File: src/rtl/sample_capture.sv
// Purpose : logic-analyser capture engine; circular sample RAM writer with trigger and post-trigger count.
// Latency : probes->RAM write 3 clocks (2 sync + 1 reg); capture-end tick -> finished pulse 2 clocks.
// Backpress: none; sample_divider paces writes, abort cancels, arm while busy is ignored.
//
// Ports:
//   clock, reset_n          single clock, asynchronous active-low reset
//   probes                  asynchronous probe inputs (2-flop synchronised)
//   arm / abort             start capture (IDLE only) / cancel capture from any state
//   force_trigger           treat the next WAIT_TRIGGER sample as a match
//   sample_divider          sample every (sample_divider+1) clocks, latched at arm
//   trigger_mask/value      masked level compare, latched at arm
//   post_count_x4           post-trigger samples / 4, latched at arm
//   write_enable/address/data  RAM write port (one-cycle strobe)
//   last_sample_address     final write address of a completed capture
//   trigger_address         address of the trigger sample
//   busy / finished         capture in progress / one-cycle completion pulse
module sample_capture #(
    parameter int ADDR_WIDTH = 13,
    parameter int DATA_WIDTH = 8
) (
    input  logic                  clock,
    input  logic                  reset_n,
    input  logic [DATA_WIDTH-1:0] probes,
    input  logic                  arm,
    input  logic                  abort,
    input  logic                  force_trigger,
    input  logic [15:0]           sample_divider,
    input  logic [DATA_WIDTH-1:0] trigger_mask,
    input  logic [DATA_WIDTH-1:0] trigger_value,
    input  logic [10:0]           post_count_x4,
    output logic                  write_enable,
    output logic [ADDR_WIDTH-1:0] write_address,
    output logic [DATA_WIDTH-1:0] write_data,
    output logic [ADDR_WIDTH-1:0] last_sample_address,
    output logic [ADDR_WIDTH-1:0] trigger_address,
    output logic                  busy,
    output logic                  finished
);

    typedef enum logic [1:0] {
        IDLE         = 2'd0,
        WAIT_TRIGGER = 2'd1,
        POST_TRIGGER = 2'd2
    } state_t;

    state_t                state;
    logic [DATA_WIDTH-1:0] sync1;
    logic [DATA_WIDTH-1:0] psync;
    logic [ADDR_WIDTH-1:0] pointer;
    logic [15:0]           div_cnt;
    logic [15:0]           div_l;
    logic [DATA_WIDTH-1:0] mask_l;
    logic [DATA_WIDTH-1:0] value_l;
    logic [10:0]           post_l;
    logic [ADDR_WIDTH-1:0] remaining;
    // Set on the final sample tick; the following cycle lets that write
    // complete before finished is raised and the FSM returns to IDLE.
    logic                  ending;

    logic tick;
    logic match;

    assign tick  = (state != IDLE) && !ending && (div_cnt == 16'd0);
    assign match = (((psync ^ value_l) & mask_l) == '0) || force_trigger;
    assign busy  = (state != IDLE);

    always_ff @(posedge clock or negedge reset_n) begin
        if (!reset_n) begin
            state               <= IDLE;
            sync1               <= '0;
            psync               <= '0;
            pointer             <= '0;
            div_cnt             <= '0;
            div_l               <= '0;
            mask_l              <= '0;
            value_l             <= '0;
            post_l              <= '0;
            remaining           <= '0;
            ending              <= 1'b0;
            write_enable        <= 1'b0;
            write_address       <= '0;
            write_data          <= '0;
            last_sample_address <= '0;
            trigger_address     <= '0;
            finished            <= 1'b0;
        end else begin
            sync1        <= probes;
            psync        <= sync1;
            write_enable <= 1'b0;
            finished     <= 1'b0;

            if (abort) begin
                // A write strobe already registered still completes this cycle.
                state  <= IDLE;
                ending <= 1'b0;
            end else begin
                case (state)
                    IDLE: begin
                        if (arm) begin
                            state   <= WAIT_TRIGGER;
                            pointer <= '0;
                            div_cnt <= '0;
                            div_l   <= sample_divider;
                            mask_l  <= trigger_mask;
                            value_l <= trigger_value;
                            post_l  <= post_count_x4;
                            ending  <= 1'b0;
                        end
                    end
                    default: begin
                        if (ending) begin
                            state               <= IDLE;
                            ending              <= 1'b0;
                            finished            <= 1'b1;
                            last_sample_address <= write_address;
                        end else begin
                            div_cnt <= (div_cnt == div_l) ? 16'd0 : div_cnt + 16'd1;
                            if (tick) begin
                                write_enable  <= 1'b1;
                                write_address <= pointer;
                                write_data    <= psync;
                                pointer       <= pointer + 1'b1;
                                if (state == WAIT_TRIGGER) begin
                                    if (match) begin
                                        trigger_address <= pointer;
                                        remaining       <= ADDR_WIDTH'({post_l, 2'b00});
                                        if (post_l == 11'd0) begin
                                            ending <= 1'b1;
                                        end else begin
                                            state <= POST_TRIGGER;
                                        end
                                    end
                                end else begin
                                    remaining <= remaining - 1'b1;
                                    if (remaining == ADDR_WIDTH'(1)) begin
                                        ending <= 1'b1;
                                    end
                                end
                            end
                        end
                    end
                endcase
            end
        end
    end

endmodule

File: config.mk
export PLATFORM = sky130hd
export DESIGN_NAME = sample_capture
export DESIGN_NICKNAME = d
export VERILOG_FILES = /design/src/rtl/sample_capture.sv
export SDC_FILE = /design/constraint.sdc
export NUM_CORES = 1
export LEC_CHECK = 0
export BUFFER_PORTS_ARGS = -buffer_cell sky130_fd_sc_hd__buf_2
export CAP_MARGIN = 15
export CORE_MARGIN = 4
export CORE_UTILIZATION = 50
export DETAILED_ROUTE_END_ITERATION = 12
export PLACE_DENSITY = 0.72
export SYNTH_ARGS = -nofsm -noshare
export SYNTH_HDL_FRONTEND = slang
export SYNTH_SLANG_ARGS = --single-unit
File: constraint.sdc
create_clock -name clock -period 5.84 [get_ports clock]
set_input_delay 1.168 -clock clock [delete_from_list [all_inputs] [get_ports clock]]
set_output_delay 1.168 -clock clock [all_outputs]
set_load 0.005 [all_outputs]
* Yosys cells after proc, flatten, opt, wreduce, memory -nomap -nowiden *
Cells that the tools add are included.

storage, ports and cells
  register bits = 153
  bits in latches = 0
  bits in writable memories = 0
  ROM bits = 0
  bits of input ports = 56
  output and inout port bits = 50
  word-level logic and storage cells = 88
  memories = 0

cells by class
  $add $sub $neg = 3
  multiply operators = 0
  div/mod/pow operators = 0
  $lt $le $gt $ge = 0
  equality and inequality tests = 8
  shifts and indexed selects = 0
  muxes and demuxes = 34
  bitwise operators = 5
  reduce and logical (&&, ||, !) cells = 21

operators with widths
  cell                                                    number
  two-way mux 13 bit                                      6
  two-way mux 16 bit                                      4
  adder 16 x 1 -> 16 bit (second input constant)          1
  == test 16 bit                                          1
  logical NOT 16 bit                                      1
  two-way mux 1 bit                                       16
  two-way mux 2 bit                                       8
  adder 13 x 1 -> 13 bit (second input constant)          1
  == test 13 x 1 -> 1 bit (second input constant)         1
  subtractor 13 x 1 -> 13 bit (second input constant)     1
  nonzero test 4 bit                                      3
  logical NOT 11 bit                                      1
  AND reduction 5 bit                                     2
  AND reduction 3 bit                                     3
  AND 8 bit                                               1
  logical NOT 8 bit                                       1
  AND reduction 4 bit                                     2
  XOR 8 bit                                               1
  AND reduction 6 bit                                     1
  inequality test 2 bit (second input constant)           2
  inequality test 4 x 3 -> 1 bit (second input constant)  1
  nonzero test 2 bit                                      2
  inequality test 3 bit (second input constant)           1
  inverter 1 bit                                          3
  6 further kinds                                         7

* Logic depth before layout (Yosys ltp) *
Gate-level depths: netlist (run 1).

  word-level depth = 10
  mapped depth = 9

* Least setup slack after synthesis (run 1) *
Ideal clock, no wire load.

  path type = input -> register
  start = in arm
  end = reg pointer[5]
  library setup time = 0.077 ns
  data arrival time = 2.440 ns
  required time = 5.763 ns
  setup slack = 3.323 ns
  cell stages on the path = 5
  cell sequence = nor3_1 -> a211o_1 -> a2111o_1 -> or3_1 -> a21oi_1

between the ends
  cells in the longest elaborated chain, start to end = 2

RTL lines
  item                                    RTL line  RTL
  start, declared                         24        input logic arm,
  inequality test 2 bit (no source line)  -
  AND reduction 4 bit (no source line)    -
  end signal, assigned                    122       pointer <= pointer + 1'b1;
  end, declared                           49        logic [ADDR_WIDTH-1:0] pointer;

Every way passes these cells.
A chain may end at the register's enable or synchronous reset.

* Worst setup path after layout (run 1) *
  start = reg state[1]
  end = out busy

between the ends
  cells in the longest elaborated chain, start to end = 1

RTL lines
  item                    RTL line  RTL
  start, declared         46        state_t state;
  start signal, assigned  69        state <= IDLE;
  start signal, assigned  94        state <= IDLE;
  start signal, assigned  100       state <= WAIT_TRIGGER;
  nonzero test 2 bit      65        assign busy = (state != IDLE);
  end, declared           36        output logic busy,

Every way passes these cells.

==> flow_summary_export.csv, run 1 <==
group,metric,value,unit
synth,syn_inst,598,
synth,ys_seq_area_frac,0.553,
detailed_routing,firstDrtPassIters,5,
setup_path,r2r_end,"trigger_address[1]",
synth,synth_largest_area_cell,"dfrtp_1",
power,ir_drop,0.237,mV
clock_tree,clk_path_buf_depth,2,
global_route,grt_max_degree,69,
clock_tree,htreeDepth,4,
setup_path,crit-reg2reg-launch,"div_cnt[0]",
die,die_y,126,um
synth,syn-cell-area,6920,um^2
setup_path,start_kind,"flop",
cells_and_area,nets,756,
setup_path,endpoint_kind,"output port",
cells_and_area,drive_gt1_frac,0.315,
hold_path,hold_depth,0,
placement,placed_area,7570,um^2
timing,setup_tns,0,ns
die,start_util,0.516,
setup_path,crit_fanout,17,
power,combPwrFrac,0.234,
timing,maxSlewViolCount,0,
synth,synth_area_leaders,"dfrtp_1 (55%), mux2_2 (9.4%), nand2_1 (4.1%)",
power,pwr-share-clk,0.318,
die,ioPinCount,106,
power,powerDensity,418,nW/um^2
cells_and_area,design_area,8150,um^2
detailed_routing,wl_per_cell,17.3,um
timing,setup_viol,0,
hold_path,holdCritStartpoint,"sync1[2]",
job,maxCapViolCount,0,
timing,fin_worst_skew,0.0116,ns
hold_path,holdPathEnd,"psync[2]",
timing,fin_crit_sh,0.491,
timing,max_freq,0.349,GHz
global_route,grt_usage,0.202,
synth,ys_types,62,
global_route,grt_pass1_vias,5164,
synth,synth_common_cells,"dfrtp_1 (153), nand2_1 (76), mux2_2 (58)",
synth,yosys_warnings,0,
timing,rsz0062_at_grt,"false",
detailed_routing,final_antenna_net_count,0,
die,die_area,15800,um^2
timing,post-route-min-period,2.87,ns
clock_tree,clkSlewWorstSetupHoldPaths,0.06,ns
clock_tree,clock-sinks,153,
setup_path,crit_required,4.67,ns
power,switching_share,0.323,
timing,max_slew_margin,0.283,
power,power_switching,1.10,mW
setup_path,worst-endpoint-arrival,1.70,ns
global_route,grt_first_pass_wirelength,26.0,mm
die,core,13400,um^2
power,power_frac_seq,0.448,
synth,synth-seq-cells,153,
placement,hpwl,10.8,mm
clock_tree,clk_latency,0.42,ns
detailed_routing,routed_via_density,5.69,
hold_path,hp-class,"reg2reg",
synth,synth.net_count,659,
detailed_routing,drt_iter0_drc,385,
detailed_routing,num_vias,5027,
die,die-width,126,um
clock_tree,cts_tree,"done",
setup_path,r2r_cells,7,
timing,final-hold-violation-count,0,
cells_and_area,diodes,0,
synth,synth_edf_count,0,
synth,avgSynthCellArea,11.6,um^2
synth,synth_top_area_frac,0.553,
timing,tightestPinTransition,1.07,ns
clock_tree,cts_root_buffer,"clkbuf_16",
placement,portBuffers,105,
clock_tree,numCtsBuffers,17,
cells_and_area,syn_to_final_growth,17.8,%
global_route,overflow,0,
status,status,"finished, final reports clean",
synth,synth.most_common_cell,"dfrtp_1",
placement,place_congestion,0.929,
setup_path,path_class,"reg2out",
synth,synth_flop_cell,"dfrtp_1",
power,cellInternalPower,2.31,mW
setup_path,reg2reg_slack,3.04,ns
clock_tree,cts_hold_buf,0,
clock_tree,cts_resized,0,
power,leakagePower,3.88,nW
die,rows,42,
global_route,antenna_found_initial,0,
detailed_routing,finalWirelength,15.3,mm
detailed_routing,post-route-drc-count,0,
synth,async_flop_share,1.00,
clock_tree,post_cts_buffers,0,
-- registers in the layout, summed over array words and instances, names as in the netlist --
| name | cells |
|---|---|
| div_cnt | 16 |
| div_l | 16 |
| ending | 1 |
| finished | 1 |
| last_sample_address | 13 |
| mask_l | 8 |
| pointer | 13 |
| post_l | 11 |
| psync | 8 |
| remaining | 13 |
| state | 2 |
| sync1 | 8 |
| trigger_address | 13 |
| value_l | 8 |
| write_address | 13 |
| write_data | 8 |
| write_enable | 1 |
-- cell families after synthesis --
kind of cell / count (synthesis) / share of synthesized area
XOR/XNOR: 38 / 0.0481
flip-flops: 153 / 0.553
adder cells (fa/ha/maj): 5 / 0.00904
AO/OA/AOI/OAI: 80 / 0.0827
multiplexers: 71 / 0.120
buffers and inverters: 53 / 0.0333
AND/OR/NAND/NOR: 198 / 0.154
-- power groups by stage --
stage / Clock [mW] / Combinational (mW) / Sequential, mW
after floorplan: 0 / 0.593 / 1.47
after global placement: 0 / 0.764 / 1.53
after detailed placement: 0 / 0.798 / 1.54
after CTS: 1.10 / 0.804 / 1.53
after global routing: 1.16 / 0.892 / 1.56
final: 1.08 / 0.798 / 1.53
-- metrics by stage --
stage	hold WS [ns]	worst slack, ns	utilization	std cells	total power [mW]
3_3_place_gp	0.332	2.75	0.565	852	2.29
4_1_cts	0.349	2.99	0.608	884	3.43
3_5_place_dp	0.336	2.66	0.565	852	2.34
6_report	0.349	2.97	0.608	884	3.41
2_1_floorplan	0.331	3.32	-	598	2.06
5_1_grt	0.360	2.86	0.608	884	3.61
-- worst max path at each step --
stage	startpoint	to	slack [ns]	depth (start not counted)
floorplan	arm	pointer[5]	3.32	5
global placement	abort	value_l[3]	2.75	5
detailed placement	abort	value_l[3]	2.66	5
CTS	state[1]	busy	2.99	3
global route	div_cnt[0]	trigger_address[1]	2.86	7
finish	state[1]	busy	2.97	3
-- worst max-delay path, cell delays in order, from the launching register on --
cell,delay (ns)
dfrtp_1,0.49
nor2_4,0.35
inv_2,0.24
buf_2,0.20
-- per-layer routing --
metal | up-vias | global-route usage | part of all wire
met5 | - | 0 | 0
met4 | 0 | 0.0529 | 0.0089
met3 | 12 | 0.0525 | 0.061
met2 | 169 | 0.336 | 0.50
met1 | 2513 | 0.266 | 0.43
li1 | 2333 | - | -
-- cells in the final DEF (no fill, tap or decap), drive strengths merged, types with 4 or more instances in the layout --
cell	Yosys	layout
dfrtp	153	153
buf	16	111
nand2	76	76
mux2	69	69
xor2	29	29
nor2	23	23
inv	20	23
nor4	20	20
clkbuf	17	19
nor3	18	18
o21ai	18	18
nand3	17	17
a21oi	14	14
nand4	13	13
xnor2	9	9
or3	8	8
clkinv	0	6
and4	5	5
a22oi	5	5
ha	5	5
or4	5	5
o32ai	4	4
a211oi	4	4
and3	4	4
-- layout make-up --
cell class | count | area (um^2)
flip-flops and latches | 153 | 3830
repair buffers | 111 | 577
fillers | 1101 | 5250
inverters | 20 | 75.1
multi-input cells | 392 | 2870
clock buffers | 19 | 443
well taps | 176 | 220
clock inverters | 13 | 143
Power figures use the tool's default switching activity.
==> inputs of run 2 (changes only) <==
clock period = 2.71 ns   (was 5.84 ns; I/O delays follow)
==> run 2 against run 1 <==
  * Combinational power grew 130%
  * Worst hold slack worse by 0.24 ns
  * Sequential power increased by 120%
  * Die area is the same
  * Sequential cell count did not move
  * Non-clock buffer count increased by 13
  * Setup slack worse by 2.7 ns
  * Power grew 120%
  * Critical path type is now reg2reg
  * Critical endpoint is now pointer[5]
==> flow_summary_export.csv, run 2 (synthesis gave the netlist of run 1 again) <==
group,metric,value,unit
cells_and_area,drive_gt1_frac,0.324,
detailed_routing,num_vias,5070,
clock_tree,clkSlewWorstSetupHoldPaths,0.06,ns
power,power_frac_seq,0.441,
setup_path,crit-reg2reg-launch,"div_cnt[0]",
global_route,antenna_found_initial,0,
detailed_routing,finalWirelength,15.7,mm
cells_and_area,final_cell_mix,"dfrtp_1 (153), buf_2 (104), nand2_1 (76)",
cells_and_area,nFillCells,1064,
cells_and_area,top_regs,"div_cnt (16), div_l (16)",
cells_and_area,layout_commonest_cell,"dfrtp_1",
power,cellInternalPower,5.10,mW
status,status,"finished, final reports clean",
cells_and_area,syn_to_final_growth,19.6,%
clock_tree,cts_resized,0,
detailed_routing,drt_iter0_drc,397,
power,switching_share,0.316,
detailed_routing,wl_per_cell,17.6,um
clock_tree,cts_hold_buf,0,
die,start_util,0.516,
detailed_routing,firstDrtPassIters,5,
setup_path,r2r_end,"pointer[5]",
setup_path,worst-endpoint-arrival,2.75,ns
timing,final-hold-violation-count,0,
cells_and_area,diodes,0,
cells_and_area,design_area,8270,um^2
timing,fin_worst_skew,0.00689,ns
timing,post-route-min-period,2.41,ns
clock_tree,htreeDepth,4,
die,die-width,126,um
timing,fin_crit_sh,0.889,
power,leakagePower,3.94,nW
clock_tree,clk_latency,0.42,ns
setup_path,crit_fanout,9,
cells_and_area,nets,769,
clock_tree,cts_root_buffer,"clkbuf_16",
placement,portBuffers,105,
timing,tightestPinTransition,0.636,ns
power,combPwrFrac,0.242,
setup_path,endpoint_kind,"flop",
timing,max_freq,0.415,GHz
timing,hold_ws,0.106,ns
power,ir_drop,0.491,mV
detailed_routing,routed_via_density,5.66,
setup_path,reg2reg_slack,0.30,ns
setup_path,start_kind,"flop",
setup_path,path_class,"reg2reg",
setup_path,startpoint,"div_cnt[0]",
setup_path,crit_required,3.05,ns
timing,max_slew_margin,0.576,
clock_tree,numCtsBuffers,17,
die,ioPinCount,106,
placement,hpwl,11.0,mm
setup_path,r2r_cells,7,
die,die_y,126,um
job,maxCapViolCount,0,
placement,place_congestion,0.849,
clock_tree,clock-sinks,153,
clock_tree,post_cts_buffers,0,
die,rows,42,
global_route,grt_max_degree,68,
global_route,grt_usage,0.209,
timing,rsz0062_at_grt,"false",
power,power_switching,2.36,mW
detailed_routing,final_antenna_net_count,0,
global_route,grt_pass1_vias,5217,
timing,maxSlewViolCount,0,
die,core,13400,um^2
power,pwr-share-clk,0.317,
detailed_routing,post-route-drc-count,0,
die,die_area,15800,um^2
hold_path,hp-class,"in2async",
placement,placed_area,7690,um^2
clock_tree,clk_path_buf_depth,2,
setup_path,endpoint,"pointer[5]",
global_route,overflow,0,
power,powerDensity,902,nW/um^2
global_route,grt_first_pass_wirelength,26.5,mm
timing,setup_viol,0,
timing,setup_tns,0,ns
clock_tree,cts_tree,"done",
run 2: worst max-delay path, stage by stage, from the launching register on:
cell,delay [ns]
dfrtp_1,0.46
inv_1,0.09
ha_1,0.15
nor4b_4,0.23
nand4_1,0.28
a2111o_1,0.60
or3_1,0.35
a21oi_1,0.17
run 2: area by class of cell:
class / count / area, um^2 / area share
multi-input combinational: 392 / 2870 / 0.346
clock buffer: 19 / 433 / 0.0523
inverter: 20 / 75.1 / 0.00908
timing repair buffer: 124 / 699 / 0.0846
sequential: 153 / 3830 / 0.463
tap: 176 / 220 / 0.0266
clock inverter: 11 / 149 / 0.0180
run 2: how the worst min path moves through the flow:
stage          cells after the start  startpoint  slack, ns                  end
6_report                           1     reset_n       0.11             div_l[5]
5_1_grt                            1     reset_n       0.15             div_l[5]
4_1_cts                            1     reset_n       0.14  trigger_address[11]
3_5_place_dp                       0    sync1[2]       0.33             psync[2]
3_3_place_gp                       0    sync1[4]       0.33             psync[4]
2_1_floorplan                      0     reset_n       0.25           div_cnt[0]
run 2: power groups by stage:
stage          sequential [mW]  clock, mW  combinational, mW
6_report                  3.29       2.36               1.80
5_1_grt                   3.37       2.50               2.03
4_1_cts                   3.29       2.40               1.82
3_5_place_dp              3.33          0               1.81
3_3_place_gp              3.31          0               1.76
2_1_floorplan             3.17          0               1.28
run 2: through the flow:
stage / setup slack (ns) / utilization / power [mW] / cells
6_report: 0.300 / 0.617 / 7.46 / 895
5_1_grt: 0.0732 / 0.617 / 7.90 / 895
4_1_cts: 0.300 / 0.617 / 7.51 / 895
3_5_place_dp: 0.355 / 0.574 / 5.13 / 865
3_3_place_gp: 0.447 / 0.574 / 5.07 / 865
2_1_floorplan: 0.574 / - / 4.45 / 598
run 2: per-layer routing:
metal  vias to the layer above  part of all wire  routed length, um  GRT usage
met5                         -                 0                  0          0
met2                       152              0.49               7710      0.333
li1                       2372                 -                  -          -
met3                        23             0.056                886     0.0470
met1                      2523              0.44               6860      0.283
met4                         0             0.017                264     0.0746
==> inputs of run 3 (changes only) <==
ABC_AREA = 1   (was unset)
HOLD_SLACK_MARGIN = 0.15   (was unset)
PLACE_DENSITY = 0.71   (was 0.72)
==> run 3 against run 2 <==
  * Non-clock buffer count down 6
  * Combinational power up 34%
  * Power up 5.1%
  * Die area up 2.8%
  * Fmax up 22%
  * Final cell count up 31%
  * Critical path type unchanged
  * Largest power group unchanged
==> flow_summary_export.csv, run 3 <==
group,metric,value,unit
timing,fin_worst_skew,0.00711,ns
setup_path,path_cells,"nor2_4 -> inv_2 -> nand3_1 -> nand3b_2 -> nor2_8 -> nand2_4 -> inv_2 -> nand2_1 -> nand2_1 -> inv_1",
die,rows,43,
timing,max_freq,0.506,GHz
cells_and_area,syn_to_final_growth,17.2,%
setup_path,crit_required,3.03,ns
setup_path,worst-endpoint-arrival,2.30,ns
global_route,grt_first_pass_wirelength,27.6,mm
detailed_routing,routed_via_density,5.10,
global_route,grt_max_degree,63,
synth,synth.most_common_cell,"nand2_1",
placement,place_congestion,0.937,
setup_path,critPathTopFamily,"simple AND/OR/NAND/NOR gates",
global_route,antenna_found_initial,0,
timing,hold_ws,0.220,ns
hold_path,hp-class,"in2reg",
synth,synth-seq-cells,153,
power,ir_drop,0.536,mV
detailed_routing,final_antenna_net_count,0,
synth,avgSynthCellArea,8.14,um^2
setup_path,path_class,"reg2reg",
timing,tightestPinTransition,0.614,ns
global_route,grt_pass1_vias,5697,
timing,rsz0062_at_grt,"false",
synth,synth_largest_area_cell,"dfrtp_1",
detailed_routing,num_vias,5975,
die,start_util,0.512,
die,die_y,127,um
cells_and_area,top_regs,"div_cnt (16), div_l (16)",
cells_and_area,diodes,0,
synth,syn-cell-area,7130,um^2
detailed_routing,post-route-drc-count,0,
status,status,"finished, final reports clean",
die,core,13900,um^2
power,powerDensity,938,nW/um^2
timing,setup_tns,0,ns
synth,synth_area_leaders,"dfrtp_1 (54%), nand2_1 (17%), o21ai_0 (5.3%)",
setup_path,reg2reg_slack,0.73,ns
synth,synth_top_area_frac,0.537,
placement,portBuffers,105,
power,leakagePower,4.43,nW
global_route,grt_usage,0.212,
setup_path,endpoint_kind,"flop",
synth,synth_common_cells,"nand2_1 (319), dfrtp_1 (153), inv_1 (80)",
synth,synth_edf_count,0,
synth,synth.net_count,937,
timing,post-route-min-period,1.98,ns
die,ioPinCount,106,
global_route,overflow,0,
cells_and_area,final_cell_mix,"nand2_1 (319), dfrtp_1 (153), buf_2 (104)",
setup_path,slowest_stage,"dfrtp_1",
die,die_area,16200,um^2
synth,ys_types,35,
power,p_total,7.84,mW
setup_path,startpoint,"state[1]",
timing,setup_viol,0,
clock_tree,clk_latency,0.43,ns
cells_and_area,layout_commonest_cell,"nand2_1",
timing,final-hold-violation-count,0,
timing,fin_crit_sh,0.730,
die,die-width,127,um
placement,hpwl,11.6,mm
clock_tree,numCtsBuffers,17,
synth,syn_inst,876,
cells_and_area,drive_gt1_frac,0.164,
hold_path,holdCritStartpoint,"probes[6]",
clock_tree,cts_tree,"done",
detailed_routing,wl_per_cell,13.9,um
clock_tree,clock-sinks,153,
cells_and_area,seqCellArea,3830,um^2
clock_tree,post_cts_buffers,0,
synth,synth_flop_cell,"dfrtp_1",
timing,max_slew_margin,0.587,
clock_tree,cts_root_buffer,"clkbuf_16",
job,maxCapViolCount,0,
clock_tree,clk_path_buf_depth,2,
cells_and_area,nets,1043,
detailed_routing,drt_iter0_drc,529,
setup_path,crit-reg2reg-launch,"state[1]",
synth,yosys_warnings,0,
setup_path,start_kind,"flop",
setup_path,crit_fanout,16,
timing,maxSlewViolCount,0,
synth,async_flop_share,1.00,
clock_tree,cts_resized,0,
detailed_routing,firstDrtPassIters,5,
clock_tree,htreeDepth,4,
detailed_routing,finalWirelength,16.2,mm
cells_and_area,nFillCells,1290,
cells_and_area,fin_util,0.600,
clock_tree,clkSlewWorstSetupHoldPaths,0.06,ns
setup_path,cpPeakStageDelay,0.44,ns
setup_path,cp_num_buf_inv,3,
synth,ys_seq_area_frac,0.537,
cells_and_area,multi_input_area,2810,um^2
-- run 3: cell count changes after synthesis, sizes merged, moves of 26 or more --
cell | previous run | this run
nor2 | 23 | 60
inv | 20 | 84
o21ai | 18 | 80
mux2 | 69 | 0
nand2 | 76 | 322
nand3 | 17 | 43
-- run 3: path summary, 6_finish.rpt --
kind | end | cells past startpoint
worst max-delay path | remaining[12] | 10
max in group asynchronous | write_address[6] | 3
worst max register to register | remaining[12] | 10
worst min-delay path | sync1[6] | 1
worst min register to register | psync[7] | 0
min in group asynchronous | trigger_address[7] | 2
-- run 3: layout make-up --
class,count,area share
timing repair buffer,118,0.0771
tap,180,0.0270
clock buffer,22,0.0567
inverter,86,0.0386
clock inverter,7,0.00569
multi-input combinational,606,0.337
sequential,153,0.458
-- run 3: per-layer routing --
metal | vias up | share of wire | track usage
li1 | 2995 | - | -
met1 | 2780 | 0.47 | 0.298
met2 | 180 | 0.46 | 0.330
met3 | 20 | 0.059 | 0.0506
met4 | 0 | 0.014 | 0.0644
met5 | - | 0 | 0
-- run 3: cell families after synthesis --
| logic type | synth area share |
|---|---|
| simple gates | 0.280 |
| flops | 0.537 |
| buf+inv | 0.0681 |
| compound gates | 0.0769 |
| xor+xnor | 0.0295 |
| fa+ha+maj | 0.00878 |
-- run 3: worst reg2reg max path: stages (launching register included) --
cell and delay [ns]:
dfrtp_1 0.44, nor2_4 0.09, inv_2 0.25, nand3_1 0.11, nand3b_2 0.28, nor2_8 0.19, nand2_4 0.16, inv_2 0.19
nand2_1 0.08, nand2_1 0.06, inv_1 0.03
-- run 3: metrics by stage --
stage / cell area [um^2] / setup WS, ns / instances
2_1_floorplan: 7130 / 1.14 / 876
3_3_place_gp: 7830 / 0.729 / 1142
3_5_place_dp: 7830 / 0.686 / 1142
4_1_cts: 8360 / 0.741 / 1172
5_1_grt: 8360 / 0.547 / 1172
6_report: 8360 / 0.733 / 1172
-- run 3: where the power goes --
group | switching [mW] | leakage (nW) | internal (mW)
Sequential | 0.430 | 1.99 | 2.90
Combinational | 1.57 | 2.19 | 0.843
Clock | 0.875 | 0.254 | 1.22
-- run 3: what timing repair did --
| item | in CTS | in global routing |
|---|---|---|
| endpoints found under the hold margin | 56 | 0 |
| setup endpoints to repair | 0 | 0 |
| hold buffers | 1 | 0 |
